==> config.mk <==
export PLATFORM = sky130hd
export DESIGN_NAME = mc_ctrl
export DESIGN_NICKNAME = d
export VERILOG_FILES = /design/src/rtl/mc_pkg.sv /design/src/rtl/mc_decode.sv /design/src/rtl/mc_ctrl.sv
export SDC_FILE = /design/constraint.sdc
export NUM_CORES = 1
export LEC_CHECK = 0
export BUFFER_PORTS_ARGS = -buffer_cell sky130_fd_sc_hd__buf_2
export CORE_MARGIN = 2
export CORE_UTILIZATION = 30
export DETAILED_ROUTE_END_ITERATION = 6
export MAX_ROUTING_LAYER = met4
export PLACE_DENSITY = 0.53
export SYNTH_ARGS = -nofsm -noshare
export SYNTH_HDL_FRONTEND = slang
export SYNTH_SLANG_ARGS = --single-unit
==> constraint.sdc <==
create_clock -name clk -period 2.4 [get_ports clk]
set_input_delay 0.12 -clock clk [delete_from_list [all_inputs] [get_ports clk]]
set_output_delay 0.12 -clock clk [all_outputs]
set_load 0.005 [all_outputs]
==> src/rtl/mc_pkg.sv <==
// mc_pkg: shared definitions for the multi-cycle control unit.
// Holds opcode/funct constants, the FSM state encoding, the extender
// (EOp) and ALU op codes, datapath mux select codes and the one-hot
// instruction class produced by mc_decode.
package mc_pkg;

  // Primary opcodes (instr[31:26])
  localparam logic [5:0] OP_RTYPE = 6'b000000;
  localparam logic [5:0] OP_ORI   = 6'b001101;
  localparam logic [5:0] OP_LW    = 6'b100011;
  localparam logic [5:0] OP_SW    = 6'b101011;
  localparam logic [5:0] OP_BEQ   = 6'b000100;
  localparam logic [5:0] OP_LUI   = 6'b001111;
  localparam logic [5:0] OP_J     = 6'b000010;

  // R-type function codes (instr[5:0])
  localparam logic [5:0] FN_ADDU  = 6'b100001;
  localparam logic [5:0] FN_SUBU  = 6'b100011;

  typedef enum logic [2:0] {
    S_FETCH  = 3'd0,
    S_DECODE = 3'd1,
    S_EXEC   = 3'd2,
    S_MEM    = 3'd3,
    S_WB     = 3'd4
  } state_t;

  // Immediate extender modes
  localparam logic [1:0] EXT_SIGN = 2'd0;
  localparam logic [1:0] EXT_ZERO = 2'd1;
  localparam logic [1:0] EXT_LUI  = 2'd2;
  localparam logic [1:0] EXT_BR   = 2'd3;

  // ALU operations
  localparam logic [2:0] ALU_ADD   = 3'd0;
  localparam logic [2:0] ALU_SUB   = 3'd1;
  localparam logic [2:0] ALU_OR    = 3'd2;
  localparam logic [2:0] ALU_PASSB = 3'd3;

  // PC source select
  localparam logic [1:0] PC_SEQ    = 2'd0;
  localparam logic [1:0] PC_BRANCH = 2'd1;
  localparam logic [1:0] PC_JUMP   = 2'd2;

  // GRF destination and write-data selects
  localparam logic [1:0] DST_RT = 2'd0;
  localparam logic [1:0] DST_RD = 2'd1;
  localparam logic [1:0] WD_ALU = 2'd0;
  localparam logic [1:0] WD_MEM = 2'd1;

  // One-hot instruction class; exactly one field is set for any encoding
  typedef struct packed {
    logic rtype_addu;
    logic rtype_subu;
    logic ori;
    logic lw;
    logic sw;
    logic beq;
    logic lui;
    logic j;
    logic illegal;
  } instr_class_t;

endpackage

==> src/rtl/mc_decode.sv <==
// mc_decode: combinational instruction classifier.
// Ports:
//   instr - current IR contents
//   cls   - one-hot instruction class (illegal set for any unsupported encoding)
module mc_decode
  import mc_pkg::*;
(
  input  logic [31:0]  instr,
  output instr_class_t cls
);

  logic [5:0] opcode;
  logic [5:0] funct;

  assign opcode = instr[31:26];
  assign funct  = instr[5:0];

  // Anything not explicitly recognised falls through to illegal, which
  // keeps the class one-hot for every possible encoding.
  always_comb begin
    cls = '0;
    case (opcode)
      OP_RTYPE: begin
        if (funct == FN_ADDU)      cls.rtype_addu = 1'b1;
        else if (funct == FN_SUBU) cls.rtype_subu = 1'b1;
        else                       cls.illegal    = 1'b1;
      end
      OP_ORI:  cls.ori = 1'b1;
      OP_LW:   cls.lw  = 1'b1;
      OP_SW:   cls.sw  = 1'b1;
      OP_BEQ:  cls.beq = 1'b1;
      OP_LUI:  cls.lui = 1'b1;
      OP_J:    cls.j   = 1'b1;
      default: cls.illegal = 1'b1;
    endcase
  end

endmodule

==> src/rtl/mc_ctrl.sv <==
// mc_ctrl: multi-cycle control unit for the MIPS-subset datapath.
// Sequences FETCH/DECODE/EXEC/MEM/WB and drives the datapath controls.
// Ports:
//   clk, reset         - core clock, synchronous active-high reset
//   instr, zero        - IR contents and ALU equality flag
//   ir_we, pc_we       - IR load and PC write enables
//   pc_src             - PC source (PC+4 / branch target / jump)
//   reg_we, reg_dst    - GRF write enable and destination select
//   wd_sel             - GRF write-data select (ALU / DM)
//   alu_b_sel, EOp     - ALU B operand select and extender mode
//   alu_op             - ALU operation
//   mem_we             - DM write enable
//   state              - current FSM state (debug)
//   illegal            - pulse in DECODE on an unsupported encoding
//   retired            - completed-instruction counter
module mc_ctrl
  import mc_pkg::*;
#(
  parameter int CNT_W = 32
) (
  input  logic             clk,
  input  logic             reset,
  input  logic [31:0]      instr,
  input  logic             zero,
  output logic             ir_we,
  output logic             pc_we,
  output logic [1:0]       pc_src,
  output logic             reg_we,
  output logic [1:0]       reg_dst,
  output logic [1:0]       wd_sel,
  output logic             alu_b_sel,
  output logic [1:0]       EOp,
  output logic [2:0]       alu_op,
  output logic             mem_we,
  output logic [2:0]       state,
  output logic             illegal,
  output logic [CNT_W-1:0] retired
);

  state_t       state_q;
  state_t       state_nxt;
  instr_class_t cls;
  logic         retire;
  logic         ir_we_c;
  logic         pc_we_c;
  logic         reg_we_c;
  logic         mem_we_c;
  logic         illegal_c;

  mc_decode u_decode (
    .instr (instr),
    .cls   (cls)
  );

  assign state = state_q;

  // Sequencing and write controls. retire marks the final cycle of each
  // instruction; the counter picks it up at the closing edge.
  always_comb begin
    state_nxt = S_FETCH;
    retire    = 1'b0;
    ir_we_c   = 1'b0;
    pc_we_c   = 1'b0;
    pc_src    = PC_SEQ;
    reg_we_c  = 1'b0;
    reg_dst   = DST_RT;
    wd_sel    = WD_ALU;
    mem_we_c  = 1'b0;
    illegal_c = 1'b0;
    case (state_q)
      S_FETCH: begin
        ir_we_c   = 1'b1;
        pc_we_c   = 1'b1;
        state_nxt = S_DECODE;
      end
      S_DECODE: begin
        if (cls.j) begin
          pc_we_c = 1'b1;
          pc_src  = PC_JUMP;
          retire  = 1'b1;
        end else if (cls.illegal) begin
          illegal_c = 1'b1;
          retire    = 1'b1;
        end else begin
          state_nxt = S_EXEC;
        end
      end
      S_EXEC: begin
        if (cls.beq) begin
          pc_src  = PC_BRANCH;
          pc_we_c = zero;
          retire  = 1'b1;
        end else if (cls.lw || cls.sw) begin
          state_nxt = S_MEM;
        end else if (cls.rtype_addu || cls.rtype_subu || cls.ori || cls.lui) begin
          state_nxt = S_WB;
        end
      end
      S_MEM: begin
        if (cls.sw) begin
          mem_we_c = 1'b1;
          retire   = 1'b1;
        end else if (cls.lw) begin
          state_nxt = S_WB;
        end
      end
      S_WB: begin
        // Gated by class so a corrupted path can never write the GRF.
        if (cls.rtype_addu || cls.rtype_subu) begin
          reg_we_c = 1'b1;
          reg_dst  = DST_RD;
          retire   = 1'b1;
        end else if (cls.ori || cls.lui) begin
          reg_we_c = 1'b1;
          retire   = 1'b1;
        end else if (cls.lw) begin
          reg_we_c = 1'b1;
          wd_sel   = WD_MEM;
          retire   = 1'b1;
        end
      end
      default: state_nxt = S_FETCH;
    endcase
  end

  // ALU/extender controls are set from EXEC and held through MEM and WB
  // so address and result paths stay stable without extra registers.
  always_comb begin
    EOp       = EXT_SIGN;
    alu_op    = ALU_ADD;
    alu_b_sel = 1'b0;
    if (state_q == S_EXEC || state_q == S_MEM || state_q == S_WB) begin
      if (cls.rtype_subu) begin
        alu_op = ALU_SUB;
      end else if (cls.ori) begin
        EOp       = EXT_ZERO;
        alu_b_sel = 1'b1;
        alu_op    = ALU_OR;
      end else if (cls.lui) begin
        EOp       = EXT_LUI;
        alu_b_sel = 1'b1;
        alu_op    = ALU_PASSB;
      end else if (cls.lw || cls.sw) begin
        alu_b_sel = 1'b1;
      end else if (cls.beq) begin
        EOp    = EXT_BR;
        alu_op = ALU_SUB;
      end
    end
  end

  // Reset masks every architectural write so an aborted instruction
  // leaves no side effects.
  assign ir_we   = ir_we_c   & ~reset;
  assign pc_we   = pc_we_c   & ~reset;
  assign reg_we  = reg_we_c  & ~reset;
  assign mem_we  = mem_we_c  & ~reset;
  assign illegal = illegal_c & ~reset;

  // State register and retired counter
  always_ff @(posedge clk) begin
    if (reset) begin
      state_q <= S_FETCH;
      retired <= '0;
    end else begin
      state_q <= state_nxt;
      if (retire) retired <= retired + CNT_W'(1);
    end
  end

endmodule

==> qor.log, run 1 <==
INFO  power_and_ir_drop cellPowerDensity=453.1nW/um^2
INFO  floorplanning  fp-row-count=29
INFO  synthesis      synth_area_per_cell=7.479squm
INFO  worst_setup_path crit-reg2reg-launch=state[0]$_SDFF_PP0_
INFO  sta            post-route-period-util=88.85%
INFO  global_route   maximum_number_of_pins_on_one_net_before_global_route_repair=24
INFO  sta            worstMarginPinSlew=899.7ps
INFO  final_layout   utilization=41.17%
INFO  clock_network  cts-buffers-inserted=5
INFO  placement      post-dp-hpwl=3963um
INFO  global_route   first_global_vias=1,881
INFO  synthesis      postSynth.asyncResetShare=0%
INFO  clock_network  htree_levels=2
INFO  placement      port_buffers=63
INFO  drt            drtPass1Iterations=4
INFO  global_route   grt_use_met2=22.90%
INFO  outcome        run_status=completed
INFO  clock_network  cts_sinks=35
INFO  power_and_ir_drop combinationalPowerShare=10.9%
INFO  final_layout   leading_cell_types_in_the_layout_fill_and_taps_excluded=sky130_fd_sc_hd__buf_2 (63), sky130_fd_sc_hd__dfxtp_1 (35), sky130_fd_sc_hd__a21oi_1 (34), sky130_fd_sc_hd__o21ai_0 (26), sky130_fd_sc_hd__or3_1 (26)
INFO  synthesis      synth_seq_area_share=34.70%
INFO  synthesis      synth-edff-count=0
INFO  sta            maxClockFrequency=0.4689GHz
INFO  final_layout   synthToLayoutAreaGrowth=30.92%
INFO  worst_setup_path required_time_of_the_critical_path=2610ps
INFO  global_route   grt_util_met3=3.465%
INFO  sta            slew_violations=0
INFO  final_layout   fraction_of_final_layout_cells_with_drive_strength_greater_than_1=27.83%
INFO  synthesis      synth_flop_cell=sky130_fd_sc_hd__dfxtp_1
INFO  final_layout   diodes=0
INFO  global_route   grt_util_met1=18.76%
INFO  clock_network  clock_latency=290ps
INFO  drt            wire_per_inst=12.75um
INFO  sta            setup_viol_count_final=0
INFO  worst_setup_path timing_worst_setup_path_type=reg2reg
INFO  floorplanning  floorplan.initialDensity=31.44%
INFO  drt            totalWireLength=5381um
INFO  sta            hold_viol_final=0
INFO  sta            rsz0062_at_grt=false
INFO  worst_hold_path hold_path_startpoint=reset
INFO  worst_setup_path crit_chain=nor2_1 -> nand2_1 -> a31oi_1 -> buf_4 -> a211oi_4 -> buf_4 -> o21ai_0 -> a21oi_1
INFO  synthesis      synthDistinctLibCells=42
INFO  worst_setup_path critPathCaptureType=register
INFO  placement      post_place_setup_slack=-11.94ps
INFO  synthesis      ys_ff_latch=35
INFO  clock_network  cts_setup_buffers=0
INFO  floorplanning  die_h=86.05um
INFO  drt            drt_first_iter_violations=99
INFO  clock_network  hold_fix_buffer_count_after_cts=0
INFO  global_route   grt_pass1_wl=8645um
INFO  power_and_ir_drop seq_power_share=49.5%
INFO  global_route   number_of_antenna_violations_at_the_first_check_in_global_routing=0
INFO  drt            detail_route.vias_per_cell=5.296
INFO  worst_setup_path startpoint_type=register
INFO  worst_setup_path cpMostUsedCell=sky130_fd_sc_hd__buf_4
INFO  synthesis      yosysWarnings=0
INFO  clock_network  clkSlewWorstSetupHoldPaths=80ps
INFO  clock_network  cts_max_path_buffers=2
INFO  sta            final.setup_skew=8.065ps
INFO  floorplanning  core_region_area=6422squm
INFO  worst_setup_path rr_worst_depth=8
INFO  clock_network  clk_root_buffer_cell=sky130_fd_sc_hd__clkbuf_8
INFO  worst_setup_path slowest_delay=700ps
INFO  worst_hold_path timing.hold.worst_path_depth=2
INFO  power_and_ir_drop pwr-share-clk=39.6%
INFO  drt            remaining_drc_errors=0
INFO  power_and_ir_drop internal_power=0.0009063W
INFO  power_and_ir_drop p_leak=1.090nW
INFO  power_and_ir_drop power.net_switching=0.0002917W
INFO  final_layout   design.final.nets=380
INFO  worst_setup_path worst_setup_path_startpoint=state[0]$_SDFF_PP0_
INFO  worst_hold_path min_delay_worst_type=in2reg
INFO  global_route   grt_util_overall=14.77%
INFO  worst_setup_path signal_arrival_time_at_the_worst_endpoint=2340ps
INFO  placement      place.gp.congestion=0.8205
INFO  global_route   overflow=0
INFO  final_layout   final_cells=422
INFO  flow_run       maxCapViolCount=0
INFO  sta            period_minus_slack=2132ps
INFO  floorplanning  boundaryPins=87
INFO  clock_network  post_cts_resized=0
INFO  synthesis      synthesis.instances=270
INFO  worst_setup_path critical_path.slowest_cell=sky130_fd_sc_hd__a211oi_4
INFO  drt            drtAntennaViolNets=0
INFO  worst_setup_path reg2reg_setup_slack=270ps
INFO  sta            final_ws_setup=267.5ps
INFO  drt            num_vias=2,235
INFO  global_route   gr-max-usage-layer=met2
INFO  floorplanning  die_x=86.05um
INFO  synthesis      netlist_area=2019squm
INFO  power_and_ir_drop max-vdd-ir-drop=0.1652mV
INFO  worst_setup_path cp_max_fo=23
INFO  floorplanning  die-area=7404squm
INFO  clock_network  clock_tree_from_tritoncts=built
INFO  power_and_ir_drop sw_frac_of_total=24.35%
INFO  placement      placed_cells_incl_taps=414
INFO  sta            slew_headroom=39.83%
INFO  sta            setup_tns=0ps
INFO  final_layout   final_common_cell=sky130_fd_sc_hd__buf_2
worst max-delay path, delay by kind of cell, from the launching register on:
kind / cells / cell delay (ps)
DFF: 1 / 480
and+or+nand+nor: 2 / 180
AOI/OAI and AO/OA: 4 / 980
buffers and inverters: 2 / 420
state kept, by name, summed over array words and instances (netlist names):
register / flops
retired: 32
state: 3
layer usage:
layer,up-vias,routed length [um]
li1,1151,-
met1,1014,2517
met2,62,2450
met3,8,319
met4,0,93
met5,-,0
through the flow:
stage	total power [W]	hold WS, ps	area, sq um
6_report	0.001198	269.2	2644
3_3_place_gp	0.0007371	475.1	2544
3_5_place_dp	0.0007383	470.7	2544
5_1_grt	0.001251	280.5	2644
2_1_floorplan	0.0006746	209.7	2027
4_1_cts	0.001219	264.5	2644
logic make-up (layout without fill, tap and decap cells):
group | Yosys count | after routing | share of synthesized area, %
buffers and inverters | 26 | 99 | 5.886
multiplexers | 1 | 1 | 0.4957
flip-flops | 35 | 35 | 34.70
other | 1 | 3 | 0.1857
AND/OR/NAND/NOR | 129 | 129 | 36.37
XOR/XNOR | 1 | 1 | 0.4338
AO/OA/AOI/OAI | 76 | 76 | 21.31
adder cells (fa/ha/maj) | 1 | 1 | 0.6195
cell type report:
type	instances	area (sq um)
Clock buffer	8	100.1
Fill cell	646	3779
Inverter	5	18.77
Multi-Input combinational cell	211	1215
Sequential cell	35	700.7
Tap cell	77	96.34
Timing Repair Buffer	86	513.0
cells in the mapped netlist, types with 3 or more instances:
cell | number | area, sq um
sky130_fd_sc_hd__or4_1 | 6 | 45.04
sky130_fd_sc_hd__buf_4 | 3 | 22.52
sky130_fd_sc_hd__a21oi_1 | 34 | 170.2
sky130_fd_sc_hd__and4_1 | 4 | 35.03
sky130_fd_sc_hd__o31ai_1 | 6 | 45.04
sky130_fd_sc_hd__clkbuf_1 | 12 | 45.04
sky130_fd_sc_hd__or3_1 | 26 | 162.7
sky130_fd_sc_hd__and3_1 | 11 | 68.82
sky130_fd_sc_hd__nor3_1 | 6 | 30.03
sky130_fd_sc_hd__dfxtp_1 | 35 | 700.7
sky130_fd_sc_hd__buf_1 | 3 | 11.26
sky130_fd_sc_hd__nand4_1 | 13 | 81.33
sky130_fd_sc_hd__nor4_1 | 3 | 18.77
sky130_fd_sc_hd__nand2_1 | 17 | 63.81
sky130_fd_sc_hd__inv_1 | 5 | 18.77
sky130_fd_sc_hd__nand3_1 | 12 | 60.06
sky130_fd_sc_hd__o21ai_0 | 26 | 130.1
sky130_fd_sc_hd__nor2_1 | 18 | 67.56
power by group through the flow:
stage	Combinational, W	Sequential [W]	Clock (W)
6_report	0.000131	0.000593	0.000474
5_1_grt	0.000146	0.000593	0.000512
4_1_cts	0.000132	0.000593	0.000494
3_5_place_dp	0.000132	0.000606	0
3_3_place_gp	0.000131	0.000606	0
2_1_floorplan	0.0000701	0.000605	0
final timing paths:
kind                                                 end
worst max-delay path            retired[23]$_SDFFE_PP0P_
worst min-delay path             retired[9]$_SDFFE_PP0P_
worst max register to register  retired[23]$_SDFFE_PP0P_
worst min register to register  retired[31]$_SDFFE_PP0P_
(Power assumes the default switching activity.)
==> run 2: changes to the inputs <==
- clock period: 2.4 -> 2 ns (I/O delays scaled with it)
==> qor.log, run 2 (synthesis results as in run 1) <==
INFO  outcome        run_status=finished, violations left
INFO  outcome        violations=negative setup slack
INFO  worst_setup_path signal_arrival_time_at_the_worst_endpoint=2230ps [-110 ps]
INFO  sta            worstMarginPinSlew=536.3ps [-363.3 ps]
INFO  floorplanning  fp-row-count=29 [unchanged]
INFO  worst_hold_path min_delay_worst_endpoint=retired[7]$_SDFFE_PP0P_
INFO  power_and_ir_drop cellPowerDensity=461.2nW/um^2 [+1.8%]
INFO  final_layout   diodes=0 [unchanged]
INFO  worst_setup_path cp_max_fo=8 [-65%]
INFO  floorplanning  die-area=7404squm [unchanged]
INFO  drt            num_vias=2,349 [+5.1%]
INFO  worst_setup_path cpMostUsedCell=sky130_fd_sc_hd__buf_6
INFO  drt            wire_per_inst=13.14um [+3.1%]
INFO  worst_setup_path critPathTopFamily=simple AND/OR/NAND/NOR gates
INFO  final_layout   synthToLayoutAreaGrowth=47.52%
INFO  sta            hold_viol_final=0 [unchanged]
INFO  drt            drtAntennaViolNets=0 [unchanged]
INFO  floorplanning  die_h=86.05um [unchanged]
INFO  sta            final_ws_setup=-16.16ps [-283.7 ps]
INFO  clock_network  cts-buffers-inserted=5 [unchanged]
INFO  clock_network  clkSlewWorstSetupHoldPaths=60ps [-20 ps]
INFO  final_layout   design.final.nets=409 [+7.6%]
INFO  global_route   overflow=0 [unchanged]
INFO  worst_setup_path slowest_delay=540ps [-160 ps]
INFO  drt            detail_route.vias_per_cell=5.232 [-1.2%]
INFO  placement      place.gp.congestion=0.8131 [-0.90%]
INFO  sta            period_minus_slack=2016ps
INFO  global_route   number_of_antenna_violations_at_the_first_check_in_global_routing=0 [unchanged]
INFO  clock_network  cts_sinks=35 [unchanged]
INFO  clock_network  cts_max_path_buffers=2 [unchanged]
INFO  flow_run       maxCapViolCount=0 [unchanged]
INFO  power_and_ir_drop finalPower=0.001374W [+15%]
INFO  sta            slew_headroom=64.13% [+24 points]
INFO  global_route   first_global_vias=2,044 [+8.7%]
INFO  clock_network  htree_levels=2 [unchanged]
INFO  drt            remaining_drc_errors=0 [unchanged]
INFO  clock_network  hold_fix_buffer_count_after_cts=0 [unchanged]
INFO  worst_hold_path timing.hold.worst_path_depth=2 [unchanged]
INFO  worst_setup_path critPathCaptureType=register
INFO  floorplanning  core_region_area=6422squm [unchanged]
INFO  worst_setup_path required_time_of_the_critical_path=2210ps [-400 ps]
INFO  final_layout   registers.top_by_ff_count=retired
INFO  clock_network  clk_root_buffer_cell=sky130_fd_sc_hd__clkbuf_8
INFO  worst_setup_path rr_endpoint=retired[23]$_SDFFE_PP0P_
INFO  worst_setup_path startpoint_type=primary input
INFO  sta            rsz0062_at_grt=true
INFO  floorplanning  boundaryPins=87 [unchanged]
INFO  worst_setup_path crit-reg2reg-launch=state[0]$_SDFF_PP0_
INFO  clock_network  clock_tree_from_tritoncts=built
INFO  worst_hold_path hold_path_startpoint=reset
INFO  worst_hold_path min_delay_worst_type=in2reg
INFO  final_layout   largest_register_ffs=32 [unchanged]
INFO  placement      port_buffers=63 [unchanged]
INFO  floorplanning  floorplan.initialDensity=31.44% [unchanged]
INFO  worst_setup_path reg2reg_setup_slack=40ps [-230 ps]
INFO  sta            post-route-period-util=100.8%
INFO  drt            drtPass1Iterations=4 [unchanged]
INFO  clock_network  clock_latency=280ps [about the same]
INFO  power_and_ir_drop p_leak=1.238nW [+14%]
INFO  sta            final.setup_skew=7.863ps [-0.2014 ps]
INFO  global_route   grt_util_overall=15.98% [+1.2 points]
INFO  placement      post-dp-hpwl=4303um [+8.6%]
INFO  sta            slew_violations=0 [unchanged]
INFO  floorplanning  die_x=86.05um [unchanged]
INFO  sta            setup_tns=-16.16ps [-16.16 ps]
INFO  worst_setup_path critical_path.slowest_cell=sky130_fd_sc_hd__or4_4
INFO  sta            maxClockFrequency=0.4960GHz
INFO  worst_setup_path worst-path-buf-inv=3 [+1]
INFO  final_layout   final_common_cell=sky130_fd_sc_hd__buf_2
INFO  final_layout   fillCellCount=650 [+0.62%]
INFO  worst_setup_path rr_worst_depth=8 [unchanged]
INFO  global_route   grt_pass1_wl=9446um [+9.3%]
INFO  power_and_ir_drop max-vdd-ir-drop=0.1917mV [+16%]
INFO  sta            setup_viol_count_final=1 [+1]
INFO  final_layout   fraction_of_final_layout_cells_with_drive_strength_greater_than_1=38.71% [+11 points]
INFO  global_route   maximum_number_of_pins_on_one_net_before_global_route_repair=22 [-8.3%]
INFO  final_layout   leading_cell_types_in_the_layout_fill_and_taps_excluded=sky130_fd_sc_hd__buf_2 (62), sky130_fd_sc_hd__buf_4 (46), sky130_fd_sc_hd__dfxtp_1 (34), sky130_fd_sc_hd__a21oi_1 (28), sky130_fd_sc_hd__o21ai_0 (26)
INFO  drt            totalWireLength=5902um [+9.7%]
INFO  worst_setup_path crit_chain=buf_8 -> or4_4 -> buf_6 -> nand4bb_4 -> a31oi_4 -> a211oi_4 -> buf_6 -> or4_1 -> a21oi_1
INFO  drt            drt_first_iter_violations=95 [-4.0%]
INFO  worst_setup_path timing_worst_setup_path_type=in2reg
## run 2: changes by cell type in the layout (fill, tap and decap cells not counted), moves of 2 or more
cell,delta
sky130_fd_sc_hd__buf_4,+25
sky130_fd_sc_hd__a21oi_1,-6
sky130_fd_sc_hd__a21oi_2,+5
sky130_fd_sc_hd__buf_6,+4
sky130_fd_sc_hd__and3_1,-2
sky130_fd_sc_hd__and3_4,+2
sky130_fd_sc_hd__clkbuf_8,-2
sky130_fd_sc_hd__nor2_1,-2
sky130_fd_sc_hd__or3_1,-2
sky130_fd_sc_hd__or3_4,+2
## run 2: layer usage
layer  up-vias  GRT usage (%)  routed length (um)
met2        48          23.96                2696
met1      1078          21.82                2954
met4         0          4.762                  61
met5         -              -                   0
met3         8          2.984                 190
li1       1215              -                   -
## run 2: how the worst max path moves through the flow
| stage | startpoint | endpoint | slack, ps | cells after the start |
|---|---|---|---|---|
| finish | instr[26] | retired[14]$_SDFFE_PP0P_ | -20 | 9 |
| global route | state[0]$_SDFF_PP0_ | retired[23]$_SDFFE_PP0P_ | -50 | 8 |
| CTS | state[0]$_SDFF_PP0_ | retired[30]$_SDFFE_PP0P_ | 3 | 7 |
| detailed placement | instr[26] | retired[14]$_SDFFE_PP0P_ | -200 | 8 |
| global placement | instr[30] | retired[14]$_SDFFE_PP0P_ | -170 | 8 |
| floorplan | state[0]$_SDFF_PP0_ | retired[31]$_SDFFE_PP0P_ | -30 | 8 |
## run 2: what timing repair did
| action | in CTS | in global routing |
|---|---|---|
| gates cloned | 0 | 1 |
| setup buffers | 0 | 8 |
| pin swaps | 0 | 13 |
| resized for setup | 2 | 25 |
| hold endpoints to repair | 0 | 0 |
| setup endpoints to repair | 5 | 33 |
## run 2: final cells by class
| type | instances | area [sq um] | area share [%] |
|---|---|---|---|
| multi-input combinational | 212 | 1351 | 45.36 |
| timing repair buffer | 114 | 735.7 | 24.70 |
| sequential | 35 | 704.4 | 23.65 |
| tap | 77 | 96.34 | 3.234 |
| clock buffer | 6 | 72.57 | 2.436 |
| inverter | 5 | 18.77 | 0.6300 |
## run 2: power breakdown
part | switching [W] | internal [W]
Combinational | 0.000101 | 0.0000929
Sequential | 0.00000835 | 0.000703
Clock | 0.000237 | 0.000232
Total | 0.000346 | 0.00103
## run 2: per-stage QoR
stage / hold slack (ps) / instances / setup WS, ps / instance area, sq um / utilization, %
after detailed placement: 489.8 / 434 / -204.5 / 2735 / 42.59
after CTS: 218.6 / 440 / 3.298 / 2813 / 43.80
after floorplan: 189.7 / 272 / -30.47 / 2088 / -
after global placement: 479.0 / 434 / -172.1 / 2735 / 42.59
final: 235.1 / 449 / -16.16 / 2979 / 46.39
after global routing: 244.4 / 449 / -53.06 / 2979 / 46.39
==> run 3: changes to the inputs <==
- SLEW_MARGIN: not set -> 20
- TNS_END_PERCENT: not set -> 1
==> qor.log, run 3 (synthesis results as in run 1) <==
INFO  outcome        run_status=completed
INFO  clock_network  post_cts_resized=0 [-2]
INFO  drt            wire_per_inst=12.80um [-2.7%]
INFO  clock_network  cts-buffers-inserted=5 [unchanged]
INFO  clock_network  cts_max_path_buffers=2 [unchanged]
INFO  power_and_ir_drop sw_frac_of_total=25.02% [-0.16 points]
INFO  sta            maxClockFrequency=0.5145GHz [+3.7%]
INFO  final_layout   leading_cell_types_in_the_layout_fill_and_taps_excluded=sky130_fd_sc_hd__buf_2 (63), sky130_fd_sc_hd__buf_4 (42), sky130_fd_sc_hd__dfxtp_1 (34), sky130_fd_sc_hd__a21oi_1 (33)
INFO  placement      port_buffers=63 [unchanged]
INFO  floorplanning  boundaryPins=87 [unchanged]
INFO  sta            post-route-period-util=97.18% [-3.6 points]
INFO  worst_setup_path cp_max_fo=17 [+9]
INFO  power_and_ir_drop seq_power_share=48.9% [-2.9 points]
INFO  clock_network  cts_setup_buffers=0 [unchanged]
INFO  drt            detail_route.vias_per_cell=5.287 [+1.1%]
INFO  floorplanning  floorplan.initialDensity=31.44% [unchanged]
INFO  drt            num_vias=2,337 [-0.51%]
INFO  global_route   grt_pass1_wl=9301um [-1.5%]
INFO  clock_network  clock_tree_from_tritoncts=built
INFO  sta            rsz0062_at_grt=true
INFO  worst_setup_path timing_worst_setup_path_type=in2reg
INFO  sta            period_minus_slack=1944ps [-72.46 ps]
INFO  drt            drt_first_iter_violations=70 [-26%]
INFO  worst_hold_path min_delay_worst_type=in2reg
INFO  power_and_ir_drop internal_power=0.001091W [+6.1%]
INFO  clock_network  clock_latency=280ps [about the same]
INFO  floorplanning  fp-row-count=29 [unchanged]
INFO  global_route   first_global_vias=2,103 [+2.9%]
INFO  drt            totalWireLength=5656um [-4.2%]
INFO  final_layout   design.final.nets=400 [-2.2%]
INFO  final_layout   fraction_of_final_layout_cells_with_drive_strength_greater_than_1=34.79% [-3.9 points]
INFO  global_route   overflow=0 [unchanged]
INFO  final_layout   area.sequential=701.9squm [-0.36%]
INFO  drt            drtPass1Iterations=4 [unchanged]
INFO  drt            remaining_drc_errors=0 [unchanged]
INFO  clock_network  clkSlewWorstSetupHoldPaths=80ps [+20 ps]
INFO  worst_setup_path signal_arrival_time_at_the_worst_endpoint=2160ps [-70 ps]
INFO  final_layout   final_common_cell=sky130_fd_sc_hd__buf_2
INFO  floorplanning  die_h=86.05um [unchanged]
INFO  floorplanning  die_x=86.05um [unchanged]
INFO  power_and_ir_drop p_leak=1.208nW [-2.5%]
INFO  final_layout   multi_input_comb_area=1287squm [-4.7%]
INFO  sta            hold_viol_final=0 [unchanged]
INFO  clock_network  hold_fix_buffer_count_after_cts=0 [unchanged]
INFO  final_layout   registers.top_by_ff_count=retired
INFO  sta            setup_viol_count_final=0 [-1]
INFO  final_layout   synthToLayoutAreaGrowth=41.57%
INFO  floorplanning  core_region_area=6422squm [unchanged]
INFO  final_layout   largest_register_ffs=32 [unchanged]
INFO  floorplanning  die-area=7404squm [unchanged]
INFO  power_and_ir_drop finalPower=0.001455W [+5.9%]
INFO  final_layout   diodes=0 [unchanged]
INFO  flow_run       maxCapViolCount=0 [unchanged]
INFO  final_layout   fillCellCount=663 [+2.0%]
INFO  global_route   number_of_antenna_violations_at_the_first_check_in_global_routing=0 [unchanged]
INFO  placement      post-dp-hpwl=4350um [+1.1%]
INFO  drt            drtAntennaViolNets=0 [unchanged]
INFO  placement      place.gp.congestion=0.7837 [-3.6%]
INFO  clock_network  cts_sinks=35 [unchanged]
INFO  power_and_ir_drop cellPowerDensity=508.9nW/um^2 [+10%]
INFO  sta            whs=187.4ps [-47.71 ps]
INFO  sta            slew_violations=0 [unchanged]
INFO  clock_network  htree_levels=2 [unchanged]
INFO  power_and_ir_drop power.net_switching=0.0003641W [+5.2%]
INFO  global_route   maximum_number_of_pins_on_one_net_before_global_route_repair=25 [+14%]
INFO  clock_network  clk_root_buffer_cell=sky130_fd_sc_hd__clkbuf_8
INFO  sta            final.setup_skew=10.43ps [+2.562 ps]
INFO  power_and_ir_drop pwr-share-clk=39.7% [+5.6 points]
INFO  worst_setup_path required_time_of_the_critical_path=2220ps [about the same]
INFO  power_and_ir_drop max-vdd-ir-drop=0.1958mV [+2.1%]
INFO  placement      detailed_place.area=2735squm [unchanged]
INFO  global_route   grt_util_overall=15.60% [-0.38 points]
INFO  worst_setup_path critPathCaptureType=register
INFO  worst_setup_path startpoint_type=primary input
INFO  final_layout   stdcell_area=2859squm [-4.0%]
INFO  power_and_ir_drop combinationalPowerShare=11.5% [-2.6 points]
run 3: changes by cell type in the layout (fill, tap and decap cells not counted), moves of 2 or more:
cell / previous run / this run
sky130_fd_sc_hd__clkbuf_8: 5 / 7
sky130_fd_sc_hd__or3_4: 2 / 0
sky130_fd_sc_hd__buf_4: 46 / 42
sky130_fd_sc_hd__buf_6: 4 / 0
sky130_fd_sc_hd__and3_4: 2 / 0
sky130_fd_sc_hd__or3_1: 24 / 26
sky130_fd_sc_hd__and3_1: 9 / 11
sky130_fd_sc_hd__a21oi_1: 28 / 33
sky130_fd_sc_hd__a21oi_2: 6 / 2
run 3: layout make-up:
type / count / area share (%)
Tap cell: 77 / 3.370
Clock inverter: 1 / 0.2626
Inverter: 5 / 0.6565
Multi-Input combinational cell: 211 / 45.03
Sequential cell: 35 / 24.55
Timing Repair Buffer: 106 / 22.76
Clock buffer: 7 / 3.370
run 3: worst max-delay path, cell delays in order:
cell	delay [ps]
sky130_fd_sc_hd__buf_2	110
sky130_fd_sc_hd__or4_4	550
sky130_fd_sc_hd__or3_1	340
sky130_fd_sc_hd__a21oi_2	180
sky130_fd_sc_hd__a211oi_4	80
sky130_fd_sc_hd__buf_4	190
sky130_fd_sc_hd__or4_1	490
sky130_fd_sc_hd__a21oi_2	140
run 3: path summary, 6_finish.rpt:
path / startpoint / endpoint / slack [ps] / cells after the start
max reg2reg: state[0]$_SDFF_PP0_ / retired[31]$_SDFFE_PP0P_ / 120 / 8
min reg2reg: retired[31]$_SDFFE_PP0P_ / retired[31]$_SDFFE_PP0P_ / 490 / 2
max: instr[29] / retired[31]$_SDFFE_PP0P_ / 60 / 8
min: reset / retired[1]$_SDFFE_PP0P_ / 190 / 2
run 3: power groups by stage:
stage	clock (W)	sequential (W)	combinational [W]
2_1_floorplan	0	0.000725	0.0000898
3_3_place_gp	0	0.000727	0.000163
3_5_place_dp	0	0.000727	0.000165
4_1_cts	0.000599	0.000710	0.000166
5_1_grt	0.000632	0.000712	0.000186
6_report	0.000578	0.000711	0.000167
run 3: per-stage QoR:
step	utilization (%)	instances	setup slack (ps)	setup TNS, ps
floorplan	-	272	-30.75	-61.22
global placement	42.59	434	-208.5	-2988
detailed placement	42.59	434	-219.5	-3268
CTS	44.20	442	63.39	0
global route	44.52	442	-33.12	-93.50
finish	44.52	442	56.30	0
run 3: routing by layer:
layer	routed length [um]	share of wire, %	track usage [%]	up-vias
met3	238	4.2	3.080	9
met1	2686	47	20.01	1085
li1	-	-	-	1197
met4	87	1.5	5.483	0
met5	0	0	-	-
met2	2643	47	24.38	46
